### src/rtl/multicycle_sequencer_if.sv
// Shared memory-port handshake between the multi-cycle sequencer (master)
// and the memory subsystem (slave).
interface multicycle_sequencer_if;
   logic mem_req;
   logic mem_we;
   logic mem_addr_sel;
   logic mem_ready;

   modport master (
      output mem_req,
      output mem_we,
      output mem_addr_sel,
      input  mem_ready
   );

   modport slave (
      input  mem_req,
      input  mem_we,
      input  mem_addr_sel,
      output mem_ready
   );
endinterface

### src/rtl/multicycle_sequencer.sv
// Multi-cycle phase controller for the RV32I core: IDLE/FETCH/DECODE/EXECUTE/MEM/WB
// with a stalling memory handshake and timeout. Optional counters: SEQ_PERF_CNT_EN.
module multicycle_sequencer #(
   parameter int unsigned TIMEOUT_CYC = 32'd64,
   parameter int unsigned TO_W        = 32'd8
) (
   input  logic                          clock,
   input  logic                          reset_n,
   multicycle_sequencer_if.master        mem,
   input  logic [4:0]                    opcode,
   input  logic                          dec_reg_w_en,
   input  logic                          dec_mem_rw,
   output logic                          ir_w_en,
   output logic                          mdr_w_en,
   output logic                          pc_w_en,
   output logic                          reg_w_en,
   output logic [2:0]                    state,
   output logic                          halted,
   output logic [1:0]                    err,
   output logic [31:0]                   cycle_cnt,
   output logic [31:0]                   instret_cnt
);

   typedef enum logic [2:0] {
      ST_IDLE   = 3'b000,
      ST_FETCH  = 3'b001,
      ST_DECODE = 3'b010,
      ST_EXEC   = 3'b011,
      ST_MEM    = 3'b100,
      ST_WB     = 3'b101,
      ST_HALT   = 3'b110
   } state_t;

   localparam logic [4:0] OP_LUI    = 5'b01101;
   localparam logic [4:0] OP_AUIPC  = 5'b00101;
   localparam logic [4:0] OP_JAL    = 5'b11011;
   localparam logic [4:0] OP_JALR   = 5'b11001;
   localparam logic [4:0] OP_BRANCH = 5'b11000;
   localparam logic [4:0] OP_LOAD   = 5'b00000;
   localparam logic [4:0] OP_STORE  = 5'b01000;
   localparam logic [4:0] OP_OPIMM  = 5'b00100;
   localparam logic [4:0] OP_OP     = 5'b01100;
   localparam logic [4:0] OP_SYSTEM = 5'b11100;

   localparam logic [1:0] ERR_NONE    = 2'b00;
   localparam logic [1:0] ERR_ILLEGAL = 2'b01;
   localparam logic [1:0] ERR_TIMEOUT = 2'b10;

   // The limit is hit on the stalled cycle whose pre-increment count is TIMEOUT_CYC-1,
   // so the request is held for exactly TIMEOUT_CYC stalled cycles.
   localparam bit              TO_EN   = (TIMEOUT_CYC != 32'd0);
   localparam logic [TO_W-1:0] TO_LAST = TO_W'(TIMEOUT_CYC - 32'd1);

   function automatic logic is_legal_op(input logic [4:0] op);
      case (op)
         OP_LUI, OP_AUIPC, OP_JAL, OP_JALR, OP_BRANCH,
         OP_LOAD, OP_STORE, OP_OPIMM, OP_OP, OP_SYSTEM: return 1'b1;
         default:                                        return 1'b0;
      endcase
   endfunction

   function automatic logic is_mem_op(input logic [4:0] op);
      return (op == OP_LOAD) || (op == OP_STORE);
   endfunction

   function automatic logic blocks_rd_write(input logic [4:0] op);
      return (op == OP_STORE) || (op == OP_BRANCH);
   endfunction

   state_t          state_r;
   state_t          state_nxt_s;
   logic [1:0]      err_r;
   logic [1:0]      err_nxt_s;
   logic [TO_W-1:0] to_cnt_r;
   logic [TO_W-1:0] to_cnt_nxt_s;
   logic            stall_s;
   logic            to_hit_s;
   logic            mem_req_r;
   logic            mem_addr_sel_r;
   logic            pc_w_en_r;
   logic            halted_r;
   logic            ir_w_en_s;
   logic            mdr_w_en_s;
   logic            reg_w_en_s;
   logic            mem_we_s;

   // Stall detection and timeout limit check; a ready on the limit cycle wins.
   always_comb begin
      stall_s  = mem_req_r & ~mem.mem_ready;
      to_hit_s = 1'b0;
      if (TO_EN && stall_s && (to_cnt_r == TO_LAST)) begin
         to_hit_s = 1'b1;
      end else begin
         to_hit_s = 1'b0;
      end
   end

   // Next-phase and halt-cause selection.
   always_comb begin
      state_nxt_s = state_r;
      err_nxt_s   = err_r;
      case (state_r)
         ST_IDLE: state_nxt_s = ST_FETCH;
         ST_FETCH: begin
            if (mem.mem_ready) begin
               state_nxt_s = ST_DECODE;
            end else if (to_hit_s) begin
               state_nxt_s = ST_HALT;
               err_nxt_s   = ERR_TIMEOUT;
            end else begin
               state_nxt_s = ST_FETCH;
            end
         end
         ST_DECODE: begin
            if (opcode == OP_SYSTEM) begin
               state_nxt_s = ST_HALT;
               err_nxt_s   = ERR_NONE;
            end else if (!is_legal_op(opcode)) begin
               state_nxt_s = ST_HALT;
               err_nxt_s   = ERR_ILLEGAL;
            end else begin
               state_nxt_s = ST_EXEC;
            end
         end
         ST_EXEC: begin
            if (is_mem_op(opcode)) begin
               state_nxt_s = ST_MEM;
            end else begin
               state_nxt_s = ST_WB;
            end
         end
         ST_MEM: begin
            if (mem.mem_ready) begin
               state_nxt_s = ST_WB;
            end else if (to_hit_s) begin
               state_nxt_s = ST_HALT;
               err_nxt_s   = ERR_TIMEOUT;
            end else begin
               state_nxt_s = ST_MEM;
            end
         end
         ST_WB:   state_nxt_s = ST_FETCH;
         ST_HALT: state_nxt_s = ST_HALT;
         default: state_nxt_s = ST_HALT;
      endcase
   end

   // Timeout counter advances only while a request keeps stalling.
   always_comb begin
      to_cnt_nxt_s = '0;
      if (stall_s && ((state_nxt_s == ST_FETCH) || (state_nxt_s == ST_MEM))) begin
         to_cnt_nxt_s = to_cnt_r + TO_W'(1);
      end else begin
         to_cnt_nxt_s = '0;
      end
   end

   // Phase register with registered, next-state-decoded port outputs.
   always_ff @(posedge clock or negedge reset_n) begin
      if (!reset_n) begin
         state_r        <= ST_IDLE;
         err_r          <= ERR_NONE;
         to_cnt_r       <= '0;
         mem_req_r      <= 1'b0;
         mem_addr_sel_r <= 1'b0;
         pc_w_en_r      <= 1'b0;
         halted_r       <= 1'b0;
      end else begin
         state_r        <= state_nxt_s;
         err_r          <= err_nxt_s;
         to_cnt_r       <= to_cnt_nxt_s;
         mem_req_r      <= (state_nxt_s == ST_FETCH) || (state_nxt_s == ST_MEM);
         mem_addr_sel_r <= (state_nxt_s == ST_MEM);
         pc_w_en_r      <= (state_nxt_s == ST_WB);
         halted_r       <= (state_nxt_s == ST_HALT);
      end
   end

   // Handshake-qualified strobes; these must follow mem_ready in the same cycle.
   always_comb begin
      ir_w_en_s  = 1'b0;
      mdr_w_en_s = 1'b0;
      reg_w_en_s = 1'b0;
      mem_we_s   = 1'b0;
      case (state_r)
         ST_FETCH: ir_w_en_s = mem_req_r & mem.mem_ready;
         ST_MEM: begin
            mdr_w_en_s = mem_req_r & mem.mem_ready & ~dec_mem_rw;
            mem_we_s   = mem_req_r & dec_mem_rw;
         end
         ST_WB: begin
            if (blocks_rd_write(opcode)) begin
               reg_w_en_s = 1'b0;
            end else begin
               reg_w_en_s = dec_reg_w_en;
            end
         end
         default: begin
            ir_w_en_s  = 1'b0;
            mdr_w_en_s = 1'b0;
            reg_w_en_s = 1'b0;
            mem_we_s   = 1'b0;
         end
      endcase
   end

`ifdef SEQ_PERF_CNT_EN
   logic [31:0] cycle_cnt_r;
   logic [31:0] instret_cnt_r;

   // Active-cycle and retired-instruction counters, free-running with wrap.
   always_ff @(posedge clock or negedge reset_n) begin
      if (!reset_n) begin
         cycle_cnt_r   <= 32'd0;
         instret_cnt_r <= 32'd0;
      end else begin
         if ((state_r != ST_IDLE) && (state_r != ST_HALT)) begin
            cycle_cnt_r <= cycle_cnt_r + 32'd1;
         end
         if (state_r == ST_WB) begin
            instret_cnt_r <= instret_cnt_r + 32'd1;
         end
      end
   end

   assign cycle_cnt   = cycle_cnt_r;
   assign instret_cnt = instret_cnt_r;
`else
   assign cycle_cnt   = 32'd0;
   assign instret_cnt = 32'd0;
`endif

   assign mem.mem_req      = mem_req_r;
   assign mem.mem_we       = mem_we_s;
   assign mem.mem_addr_sel = mem_addr_sel_r;
   assign ir_w_en          = ir_w_en_s;
   assign mdr_w_en         = mdr_w_en_s;
   assign pc_w_en          = pc_w_en_r;
   assign reg_w_en         = reg_w_en_s;
   assign state            = state_r;
   assign halted           = halted_r;
   assign err              = err_r;

endmodule

### src/flat_wrapper.sv
// flat-port wrapper written by rule: the top's interface ports become plain ports
module multicycle_sequencer_flat 
#(
   parameter int unsigned TIMEOUT_CYC = 32'd64,
   parameter int unsigned TO_W        = 32'd8
)
  (clock, reset_n, opcode, dec_reg_w_en, dec_mem_rw, ir_w_en, mdr_w_en, pc_w_en, reg_w_en, state, halted, err, cycle_cnt, instret_cnt, mem_mem_req, mem_mem_we, mem_mem_addr_sel, mem_mem_ready);
  multicycle_sequencer_if mem_i ();
  input  logic clock;
  input  logic reset_n;
  input  logic [4:0] opcode;
  input  logic dec_reg_w_en;
  input  logic dec_mem_rw;
  output logic ir_w_en;
  output logic mdr_w_en;
  output logic pc_w_en;
  output logic reg_w_en;
  output logic [2:0] state;
  output logic halted;
  output logic [1:0] err;
  output logic [31:0] cycle_cnt;
  output logic [31:0] instret_cnt;
  output wire logic [$bits(mem_i.mem_req)-1:0] mem_mem_req;
  output wire logic [$bits(mem_i.mem_we)-1:0] mem_mem_we;
  output wire logic [$bits(mem_i.mem_addr_sel)-1:0] mem_mem_addr_sel;
  input wire logic [$bits(mem_i.mem_ready)-1:0] mem_mem_ready;
  assign mem_mem_req = mem_i.mem_req;
  assign mem_mem_we = mem_i.mem_we;
  assign mem_mem_addr_sel = mem_i.mem_addr_sel;
  assign mem_i.mem_ready = mem_mem_ready;
  multicycle_sequencer #(.TIMEOUT_CYC(TIMEOUT_CYC), .TO_W(TO_W)) u_core (.clock(clock), .reset_n(reset_n), .mem(mem_i), .opcode(opcode), .dec_reg_w_en(dec_reg_w_en), .dec_mem_rw(dec_mem_rw), .ir_w_en(ir_w_en), .mdr_w_en(mdr_w_en), .pc_w_en(pc_w_en), .reg_w_en(reg_w_en), .state(state), .halted(halted), .err(err), .cycle_cnt(cycle_cnt), .instret_cnt(instret_cnt));
endmodule
### config.mk
export PLATFORM = sky130hd
export DESIGN_NAME = multicycle_sequencer_flat
export DESIGN_NICKNAME = d
export VERILOG_FILES = /design/src/rtl/multicycle_sequencer_if.sv /design/src/rtl/multicycle_sequencer.sv /design/src/flat_wrapper.sv
export SDC_FILE = /design/constraint.sdc
export NUM_CORES = 1
export LEC_CHECK = 0
export ABC_CLOCK_PERIOD_IN_PS = 3100
export BUFFER_PORTS_ARGS = -buffer_cell sky130_fd_sc_hd__buf_4
export CAP_MARGIN = 20
export CORE_ASPECT_RATIO = 0.6
export CORE_MARGIN = 10
export CORE_UTILIZATION = 47
export CTS_CLUSTER_DIAMETER = 120
export DETAILED_ROUTE_END_ITERATION = 12
export PLACE_DENSITY = 0.85
export RECOVER_POWER = 50
export SYNTH_ARGS = -nofsm -noshare
export SYNTH_HDL_FRONTEND = slang
export SYNTH_SLANG_ARGS = --single-unit
### constraint.sdc
create_clock -name clock -period 3.1 [get_ports clock]
set_input_delay 0.31 -clock clock [delete_from_list [all_inputs] [get_ports clock]]
set_output_delay 0.31 -clock clock [all_outputs]
set_load 0.01 [all_outputs]
== Word level (Yosys, flattened, before mapping) ==
Memory sizes are Yosys's and may differ from the RTL's.
Index checks and enable logic that the tools add are counted.

* Bits in registers: 17
* Memories: 1
* Logic and storage cells: 64
* Output and inout port bits: 77
* Bits in read-only memories: 32
* Input bits: 10

{| class="wikitable"
|+ Memory list
! name !! depth !! bits a word !! rd ports !! clocked after Yosys merged registers in !! write ports !! line !! source
|-
| (no name shown) || 32 || 1 || 1 || 0 || 0 || multicycle_sequencer.sv:55 || <nowiki>case (op)</nowiki>
|}

* Reduce and logical (&&, ||, !) cells: 11
* Multiplexer cells: 22
* $add $sub $neg: 1
* Equality and inequality tests: 16
* Bitwise gates (word level): 6

{| class="wikitable"
|+ Operator list
! kind !! count
|-
| 3-bit == test, second input constant || 5
|-
| 3-bit 2-to-1 mux || 5
|-
| 3-bit case mux with 5 select lines || 1
|-
| 5-bit == test, second input constant || 2
|-
| 2-bit 2-to-1 mux || 5
|-
| 1-bit 2-to-1 mux || 9
|-
| 8-bit by 1-bit adder with 8-bit output, second input constant || 1
|-
| 8-bit by 6-bit == test with 1-bit output, second input constant || 1
|-
| 8-bit 2-to-1 mux || 1
|-
| 3-bit by 1-bit == test with 1-bit output, second input constant || 2
|-
| 3-bit by 2-bit == test with 1-bit output, second input constant || 2
|-
| 5-bit by 4-bit == test with 1-bit output, second input constant || 1
|-
| 5-bit zero test || 1
|-
| 1-bit bitwise AND || 4
|-
| 2-bit case mux with 2 select lines || 1
|-
| 4-bit AND reduction || 1
|-
| 2-bit OR reduction || 2
|-
| 3-bit zero test || 1
|-
| 1-bit logical OR || 3
|-
| 3-bit by 2-bit inequality test with 1-bit output, second input constant || 1
|-
| 1-bit logical AND || 2
|-
| 2-bit by 1-bit inequality test with 1-bit output, second input constant || 1
|-
| 2-bit inequality test, second input constant || 1
|-
| 1-bit NOT || 2
|-
| 2-bit nonzero test || 1
|}

== Longest topological paths before layout ==
Gate-level depths: netlist (run 1).

* Word-level depth: 11
* Mapped depth: 7
* Mapped depth without buffers: 6

== Least setup slack after synthesis (run 1) ==
Ideal clock, no wire load.

* Kind: register to register
* From: reg u_core.to_cnt_r[0]
* To: reg u_core.to_cnt_r[3]
* Data arrival time: 1.616 ns
* Buffers on the path: 2
* Stages on the path, launching flop included: 8
* Slack: 1.383 ns
* Library setup time: 0.101 ns
* Data required time: 2.999 ns
* Clock period less this slack: 1.717 ns
* Cells stage by stage: dfrtp_1 ha_1 and3_1 buf_2 a31oi_1 o221ai_2 buf_2 nor4_1

* Cells in the longest elaborated chain, start to end: 10
* Elaborated cells on any way between the ends: 14
* Those cells by class: 1 x add/sub; 3 x eq/ne; 7 x mux; 3 x reduce/logical

{| class="wikitable"
|+ RTL lines
! item !! line !! source
|-
| start: declaration || multicycle_sequencer.sv:74 || <nowiki>logic [TO_W-1:0] to_cnt_r;</nowiki>
|-
| start signal: assignment || multicycle_sequencer.sv:171 || <nowiki>to_cnt_r <= to_cnt_nxt_s;</nowiki>
|-
| 8-bit by 6-bit == test with 1-bit output (*) || multicycle_sequencer.sv:91 || <nowiki>if (TO_EN && stall_s && (to_cnt_r == TO_LAST)) begin</nowiki>
|-
| 1-bit logical AND (*) || multicycle_sequencer.sv:91 ||
|-
| 1-bit 2-to-1 mux (*) || multicycle_sequencer.sv:91 ||
|-
| 2-bit 2-to-1 mux / 3-bit 2-to-1 mux (equally long branches) || multicycle_sequencer.sv:135, multicycle_sequencer.sv:107 ||
|-
| 3-bit 2-to-1 mux, on equally long branches || multicycle_sequencer.sv:133, multicycle_sequencer.sv:105 ||
|-
| 3-bit case mux with 5 select lines (*) || multicycle_sequencer.sv:102 || <nowiki>case (state_r)</nowiki>
|-
| named net u_core.state_nxt_s[1] || multicycle_sequencer.sv:71 || <nowiki>state_t state_nxt_s;</nowiki>
|-
| 3-bit by 1-bit == test with 1-bit output / 3-bit == test (equally long branches) || multicycle_sequencer.sv:151 || <nowiki>if (stall_s && ((state_nxt_s == ST_FETCH) || (state_nxt_s == ST_MEM))) begin</nowiki>
|-
| 1-bit logical OR (*) || multicycle_sequencer.sv:151 ||
|-
| 1-bit logical AND (*) || multicycle_sequencer.sv:151 ||
|-
| 8-bit 2-to-1 mux (*) || multicycle_sequencer.sv:151 ||
|-
| named net u_core.to_cnt_nxt_s[3] || multicycle_sequencer.sv:75 || <nowiki>logic [TO_W-1:0] to_cnt_nxt_s;</nowiki>
|}

Mark *: on every way through the listed nets, which the timed path passes. The rest lies on a longest branch.
A chain may end at the register's enable or synchronous reset.

== Final worst setup path (run 1) ==
* From: reg u_core.state_r[0] (netlist: u_core.state[0])
* To: reg u_core.to_cnt_r[4]

* Cells in the longest elaborated chain, start to end: 7
* Elaborated cells on any way between the ends: 13
* Those cells by class: 7 x eq/ne; 2 x mux; 4 x reduce/logical

{| class="wikitable"
|+ RTL lines
! item !! line !! source
|-
| start: declaration || multicycle_sequencer.sv:70 || <nowiki>state_t state_r;</nowiki>
|-
| start signal: assignment || multicycle_sequencer.sv:169 || <nowiki>state_r <= state_nxt_s;</nowiki>
|-
| 3-bit == test / 3-bit zero test (equally long branches) || multicycle_sequencer.sv:102 ||
|-
| 2-bit OR reduction (no line) || -- ||
|-
| 3-bit case mux with 5 select lines (*) || multicycle_sequencer.sv:102 ||
|-
| 3-bit by 1-bit == test with 1-bit output / 3-bit == test (equally long branches) || multicycle_sequencer.sv:151 ||
|-
| 1-bit logical OR (*) || multicycle_sequencer.sv:151 ||
|-
| 1-bit logical AND (*) || multicycle_sequencer.sv:151 ||
|-
| 8-bit 2-to-1 mux (*) || multicycle_sequencer.sv:151 ||
|-
| named net u_core.to_cnt_nxt_s[4] || multicycle_sequencer.sv:75 ||
|}

Marked as above.

==> out/metrics.yaml, run 1 <==
async_reset_ff_share_pct: 100
initial_core_util_pct: 50.2
area_delta_synth_final_pct: -1.35
pin_count: 87
synth.avg_cell_area_um2: 8.97
cts-root-buf: "clkbuf_8"
port_buffers: 22
core_um2: 2950
gp_congestion: 0.880
num_vias: 1021
synth_cell_type_count: 38
status: "finished, final reports clean"
worstPathArrival_ns: 2.04
crit_end: "u_core.to_cnt_r[4]"
hold_slack_ns: 0.366
clkTransAtPathRegs_ns: 0.06
finClkSkew_ns: 0.00241
drive_gt1_share_pct: 14.4
grt_pass1_vias: 1054
wire_per_inst_um: 14.7
worst_r2r_endpoint: "u_core.to_cnt_r[4]"
cts_num_sinks: 17
clk_latency_ns: 0.25
drt-vias-per-instance: 4.46
tightest_slew_ns: 0.914
timing.fmax_mhz: 516
path_max_fanout: 10
tns_ns: 0
peakVddDrop_v: 0.000138
grt_max_degree: 18
ys_top_cells_by_area: "buf_4 33%, dfrtp_1 29%, nor4_1 4.2%"
p_leak_nw: 0.699
fin_crit_ns: 1.94
synth_edf_count: 0
dp_hpwl_um: 2810
final_max_slew_viol_count: 0
wirelength_um: 3380
drcViolationCount: 0
synth.top_cell.area_share_pct: 33.0
drtAntennaViolNets: 0
nNetsFinal: 199
grt_pass1_wl_um: 5400
reg2reg_slack_ns: 1.16
slew_headroom_pct: 39.1
rsz0062_at_grt: "no"
crit_required_ns: 3.20
rr_worst_depth: 5
stdcell_area_um2: 1460
diodes: 0
rows: 15
htree_levels: 1
setup_viol: 0
cts_buffers: 3
clock_path_buffers: 2
post-cts-setup-buffers: 0
crit_path_end_kind: "register"
die_area_um2: 5870
dr.first_iter.drc_count: 156
placed_cell_area_um2: 1430
ys_seq_area_share_pct: 28.7
grt-ovfl-total: 0
worst_setup_path_start_kind: "register"
die_h_um: 63.5
syn_inst: 165
max_cap_violations: 0
ys_ff_latch: 17
reg2reg_from: "u_core.state[0]"
cts_tree: "done"
syn_area_um2: 1480
crit_type: "register to register"
hold_viol_final: 0
p_per_area_nw_per_um2: 308
yosysTopAreaCell: "buf_4"
final.period_utilization_pct: 62.5
antenna_found_initial: 0
first_pass_iters: 4
die_w_um: 92.5
synth_top_flop_cell: "dfrtp_1"
critPathLaunch: "u_core.state[0]"
grt_use_total_pct: 11.1
yosysWarnings: 0
hp-class: "primary input to register"
cell usage after synthesis (2+ instances only):
cell and count:
nor3_1 3, and2_1 2, o21ai_0 2, buf_2 3, o221ai_1 3, a21oi_1 2
inv_1 5, nand2b_1 2, nor2b_1 3, nand3_1 2, dfrtp_1 17, buf_4 65
nand2_1 10, xnor2_1 2, and3_1 2, nor2_1 7, a31oi_1 2, xor2_1 4
nor4_1 10
registers in the layout, indices dropped and copies added, names as in the netlist:
register                 flops
u_core.err                   2
u_core.pc_w_en               1
u_core.mem.mem_req           1
u_core.to_cnt_r              8
u_core.mem.mem_addr_sel      1
u_core.state                 3
u_core.halted                1
logic make-up after synthesis:
family / count (synthesis) / share of synthesized area, %
flip-flops: 17 / 28.7
other: 1 / 0.253
buffers and inverters: 73 / 35.2
AND/OR/NAND/NOR: 49 / 19.7
XOR/XNOR: 6 / 3.55
AO/OA/AOI/OAI: 18 / 11.7
adder cells (fa/ha/maj): 1 / 0.845
power breakdown:
group          internal (mW)  total, mW  switching (mW)
clock                 0.0911      0.161          0.0696
sequential             0.223      0.223        0.000496
combinational         0.0123     0.0664          0.0541
metrics by stage:
stage	power (mW)	setup WS (ns)	cells	utilization, %
after floorplan	0.329	1.38	228	-
after global placement	0.289	1.22	224	48.6
after detailed placement	0.289	1.18	224	48.6
after CTS	0.452	1.18	229	50.4
after global routing	0.473	1.04	229	49.6
final	0.450	1.16	229	49.6
cell usage in the layout, fill, tap and decap left out, types with 2 or more instances in the layout:
master and n:
dfrtp_1 17, and2_1 2, nand3_1 2, o221ai_1 3, nand2b_1 2, a21oi_1 2, clkbuf_1 8, nand2_1 10
nor2_1 7, nor2b_1 3, o21ai_0 2, xor2_1 4, nor3_1 3, nor4_1 10, xnor2_1 2, a31oi_1 2
inv_1 5, conb_1 64, clkbuf_8 3, buf_4 15, and3_1 2
cell type report:
type	count	area, µm²
Tap cell	42	52.6
Inverter	5	18.8
Multi-Input combinational cell	138	769
Sequential cell	17	425
Timing Repair Buffer	23	149
Clock buffer	4	45.0
Fill cell	296	1490
layer usage:
layer	routed length (µm)	global-route usage [%]
met5	0	0
met2	1560	17.1
met3	463	6.86
met1	1350	13.1
met4	4	1.34
what timing repair did:
| item | CTS | global route |
|---|---|---|
| endpoints found under the hold margin | 17 | 0 |
| resized for setup | 0 | 0 |
| hold buffers | 1 | 0 |
worst min path at each step:
stage | startpoint | to | slack (ns) | cells after the start
2_1_floorplan | reset_n | u_core.err[0] | 0.01 | 0
3_3_place_gp | reset_n | u_core.pc_w_en | 0.18 | 1
3_5_place_dp | reset_n | u_core.to_cnt_r[7] | 0.18 | 1
4_1_cts | opcode[1] | u_core.err[0] | 0.36 | 3
5_1_grt | opcode[1] | u_core.err[0] | 0.38 | 3
6_report | opcode[1] | u_core.err[0] | 0.37 | 3
worst max-delay path, cell delays in order (launching register included):
cell	delay, ns
dfrtp_1	0.59
or3b_1	0.48
nor2_1	0.22
a22oi_4	0.09
a21boi_4	0.32
nor4_1	0.09
Note: power is estimated with default switching activity, not from simulation.
==> run 2, diff against run 1 <==
--- a/config.mk
+++ b/config.mk
@@ -5,15 +5,16 @@
 export SDC_FILE = /design/constraint.sdc
 export NUM_CORES = 1
 export LEC_CHECK = 0
-export ABC_CLOCK_PERIOD_IN_PS = 3100
+export ABC_AREA = 1
+export ABC_CLOCK_PERIOD_IN_PS = 2000
 export BUFFER_PORTS_ARGS = -buffer_cell sky130_fd_sc_hd__buf_4
 export CAP_MARGIN = 20
 export CORE_ASPECT_RATIO = 0.6
 export CORE_MARGIN = 10
-export CORE_UTILIZATION = 47
+export CORE_UTILIZATION = 43
 export CTS_CLUSTER_DIAMETER = 120
 export DETAILED_ROUTE_END_ITERATION = 12
-export PLACE_DENSITY = 0.85
+export PLACE_DENSITY = 0.8
 export RECOVER_POWER = 50
 export SYNTH_ARGS = -nofsm -noshare
 export SYNTH_HDL_FRONTEND = slang
==> constraint.sdc (replaced) <==
create_clock -name clock -period 2 [get_ports clock]
set_input_delay 0.2 -clock clock [delete_from_list [all_inputs] [get_ports clock]]
set_output_delay 0.2 -clock clock [all_outputs]
set_load 0.01 [all_outputs]
==> out/metrics.yaml, run 2 <==
top_register: "u_core.to_cnt_r"  # unchanged
dr.first_iter.drc_count: 31  # was 156
grt-ovfl-total: 0  # unchanged
path_cells: "ha_1, nand2_2, nor2_4, nand3_2, nor2_1, nor2_1, nand2_2, a21oi_4, nand2_4, nor2_2"  # was or3b_1, nor2_1, a22oi_4, a21boi_4, nor4_1
p_clk_share_pct: 16.1  # was 35.7%
clock_path_buffers: 2  # unchanged
path_max_fanout: 8  # was 10
crit_type: "register to register"  # unchanged
setup_viol: 0  # unchanged
layout.area.seq_um2: 425  # unchanged
wire_per_inst_um: 11.4  # was 14.7 µm
hold_slack_ns: 0.348  # was 0.366 ns
pwr-share-comb_pct: 50.1  # was 14.7%
swShare_pct: 46.2  # was 27.6%
multi_input_area_um2: 712  # was 769 µm²
synth_common_cells: "64 x buf_4, 22 x nand2_1, 17 x dfrtp_1"  # was 65 x buf_4, 17 x dfrtp_1, 10 x nand2_1, 10 x nor4_1, 7 x nor2_1
final.period_utilization_pct: 84.1  # was 62.5%
diodes: 0  # unchanged
crit_path_end_kind: "register"  # unchanged
largest_reg_flops: 8  # unchanged
power_mw: 1.56  # was 0.450 mW
synth_edf_count: 0  # unchanged
worstPathArrival_ns: 1.86  # was 2.04 ns
gp_congestion: 0.798  # was 0.880
drive_gt1_share_pct: 20.7  # was 14.4%
synth_cell_type_count: 25  # was 38
status: "finished, final reports clean"  # unchanged
worst_setup_path_start_kind: "register"  # unchanged
yosysTopAreaCell: "buf_4"  # unchanged
final_cell_mix: "64 x conb_1, 22 x nand2_1, 17 x dfrtp_1"  # was 64 x conb_1, 17 x dfrtp_1, 15 x buf_4
initial_core_util_pct: 44.7  # was 50.2%
critPathBufInv: 0  # unchanged
core_um2: 3240  # was 2950 µm²
dpl_worst_slack_ns: 0.341  # was 1.18 ns
port_buffers: 22  # unchanged
drtAntennaViolNets: 0  # unchanged
finClkSkew_ns: 0.00631  # was 0.00241 ns
die_h_um: 65.0  # was 63.5 µm
reg2reg_slack_ns: 0.32  # was 1.16 ns
area_delta_synth_final_pct: 0.691  # was -1.35%
drcViolationCount: 0  # unchanged
post-cts-setup-buffers: 0  # unchanged
nNetsFinal: 220  # was 199
cts_buffers: 3  # unchanged
final_max_slew_viol_count: 0  # unchanged
drt-vias-per-instance: 3.79  # was 4.46
fin_crit_ns: 1.68  # was 1.94 ns
layout_commonest_cell: "conb_1"  # unchanged
htree_levels: 1  # unchanged
critPathTopFamily: "simple AND/OR/NAND/NOR gates"  # unchanged
slew_headroom_pct: 44.0  # was 39.1%
syn_area_um2: 1450  # was 1480 µm²
internal_power_mw: 0.841  # was 0.326 mW
antenna_found_initial: 0  # unchanged
p_leak_nw: 0.774  # was 0.699 nW
hp-class: "primary input to register"  # unchanged
ys_ff_latch: 17  # unchanged
pin_count: 87  # unchanged
peakVddDrop_v: 0.000388  # was 0.000138 V
wirelength_um: 2880  # was 3380 µm
dp_hpwl_um: 2550  # was 2810 µm
synth.top_cell.area_share_pct: 33.2  # was 33.0%
cts_num_sinks: 17  # unchanged
crit_required_ns: 2.18  # was 3.20 ns
p_per_area_nw_per_um2: 1070  # was 308 nW/µm²
ys_seq_area_share_pct: 29.4  # was 28.7%
synth.avg_cell_area_um2: 7.96  # was 8.97 µm²
clk_latency_ns: 0.25  # about the same
fin_ws_ns: 0.317  # was 1.16 ns
rows: 16  # was 15
pwr-share-seq_pct: 33.8  # was 49.6%
cp_slowest_cell: "dfrtp_1"  # unchanged
cts_tree: "done"  # unchanged
grt_use_total_pct: 8.58  # was 11.1%
hold_buffers: 1  # unchanged
tightest_slew_ns: 0.840  # was 0.914 ns
cts-root-buf: "clkbuf_8"  # unchanged
num-fill-cells: 333  # was 296
yosysWarnings: 0  # unchanged
first_pass_iters: 4  # unchanged
synth_top_flop_cell: "dfrtp_1"  # unchanged
clkTransAtPathRegs_ns: 0.07  # was 0.06 ns
grt_pass1_wl_um: 4400  # was 5400 µm
async_reset_ff_share_pct: 100  # unchanged
cts_resized: 0  # unchanged
max_stage_delay_ns: 0.40  # was 0.59 ns
rsz0062_at_grt: "no"  # unchanged
die_area_um2: 6170  # was 5870 µm²
num_vias: 960  # was 1021
grt_max_degree: 18  # unchanged
ys_top_cells_by_area: "buf_4 33%, dfrtp_1 29%, nand2_1 5.7%"  # was buf_4 33%, dfrtp_1 29%, nor4_1 4.2%
yosysMostFrequentCell: "buf_4"  # unchanged
timing.fmax_mhz: 594  # was 516 MHz
die_w_um: 94.9  # was 92.5 µm
max_cap_violations: 0  # unchanged
grt_pass1_vias: 927  # was 1054
hold_viol_final: 0  # unchanged
syn_inst: 182  # was 165
tns_ns: 0  # unchanged
p_switching_mw: 0.722  # was 0.124 mW
-- run 2: area by class of cell --
type / instances / share of cell area, %
clock inverters: 1 / 0.515
inverters: 18 / 4.63
flip-flops and latches: 17 / 29.2
multi-input cells: 146 / 48.8
well taps: 45 / 3.86
clock buffers: 3 / 2.83
repair buffers: 23 / 10.2
-- run 2: kinds of logic (layout without fill, tap and decap cells) --
| kind of cell | after synthesis | after routing | synth area share [%] |
|---|---|---|---|
| AOI/OAI and AO/OA | 9 | 9 | 4.32 |
| xor gates and xnor gates | 6 | 6 | 3.63 |
| adders and majority gates | 1 | 1 | 0.863 |
| buffers and inverters | 82 | 45 | 37.8 |
| DFF | 17 | 17 | 29.4 |
| other | 1 | 64 | 0.259 |
| and+or+nand+nor | 66 | 66 | 23.7 |
-- run 2: routing by layer --
layer / track usage, % / vias up / part of all wire, %
li1: - / 486 / -
met2: 14.4 / 45 / 47
met1: 10.0 / 427 / 40
met5: 0 / - / 0
met4: 2.04 / 0 / 0.31
met3: 3.45 / 2 / 13
-- run 2: stage by stage --
stage / instances / utilization (%) / instance area (µm²)
6_report: 253 / 45.0 / 1460
5_1_grt: 253 / 45.0 / 1460
4_1_cts: 253 / 45.8 / 1490
3_5_place_dp: 248 / 44.0 / 1430
3_3_place_gp: 248 / 44.0 / 1430
2_1_floorplan: 245 / - / 1690
-- run 2: path summary, 6_finish.rpt --
check | start | end | cells after the start
max in group asynchronous | reset_n | u_core.to_cnt_r[4] | 2
min | mem_mem_ready | u_core.to_cnt_r[1] | 4
min in group asynchronous | reset_n | u_core.to_cnt_r[5] | 2
max reg2reg | u_core.to_cnt_r[0] | u_core.to_cnt_r[6] | 10
max | u_core.to_cnt_r[0] | u_core.to_cnt_r[6] | 10
min reg2reg | u_core.to_cnt_r[0] | u_core.to_cnt_r[0] | 1
-- run 2: power groups by stage --
stage / Sequential, mW / Combinational (mW) / Clock (mW)
6_report: 0.528 / 0.783 / 0.252
2_1_floorplan: 0.558 / 0.595 / 0
5_1_grt: 0.538 / 0.881 / 0.276
3_5_place_dp: 0.530 / 0.817 / 0
4_1_cts: 0.528 / 0.825 / 0.260
3_3_place_gp: 0.533 / 0.807 / 0
-- run 2: worst reg2reg max path, stage by stage, from the launching register on --
cell and delay [ns]:
dfrtp_1 0.40, ha_1 0.24, nand2_2 0.10, nor2_4 0.05
nand3_2 0.10, nor2_1 0.05, nor2_1 0.15, nand2_2 0.13
a21oi_4 0.17, nand2_4 0.13, nor2_2 0.11
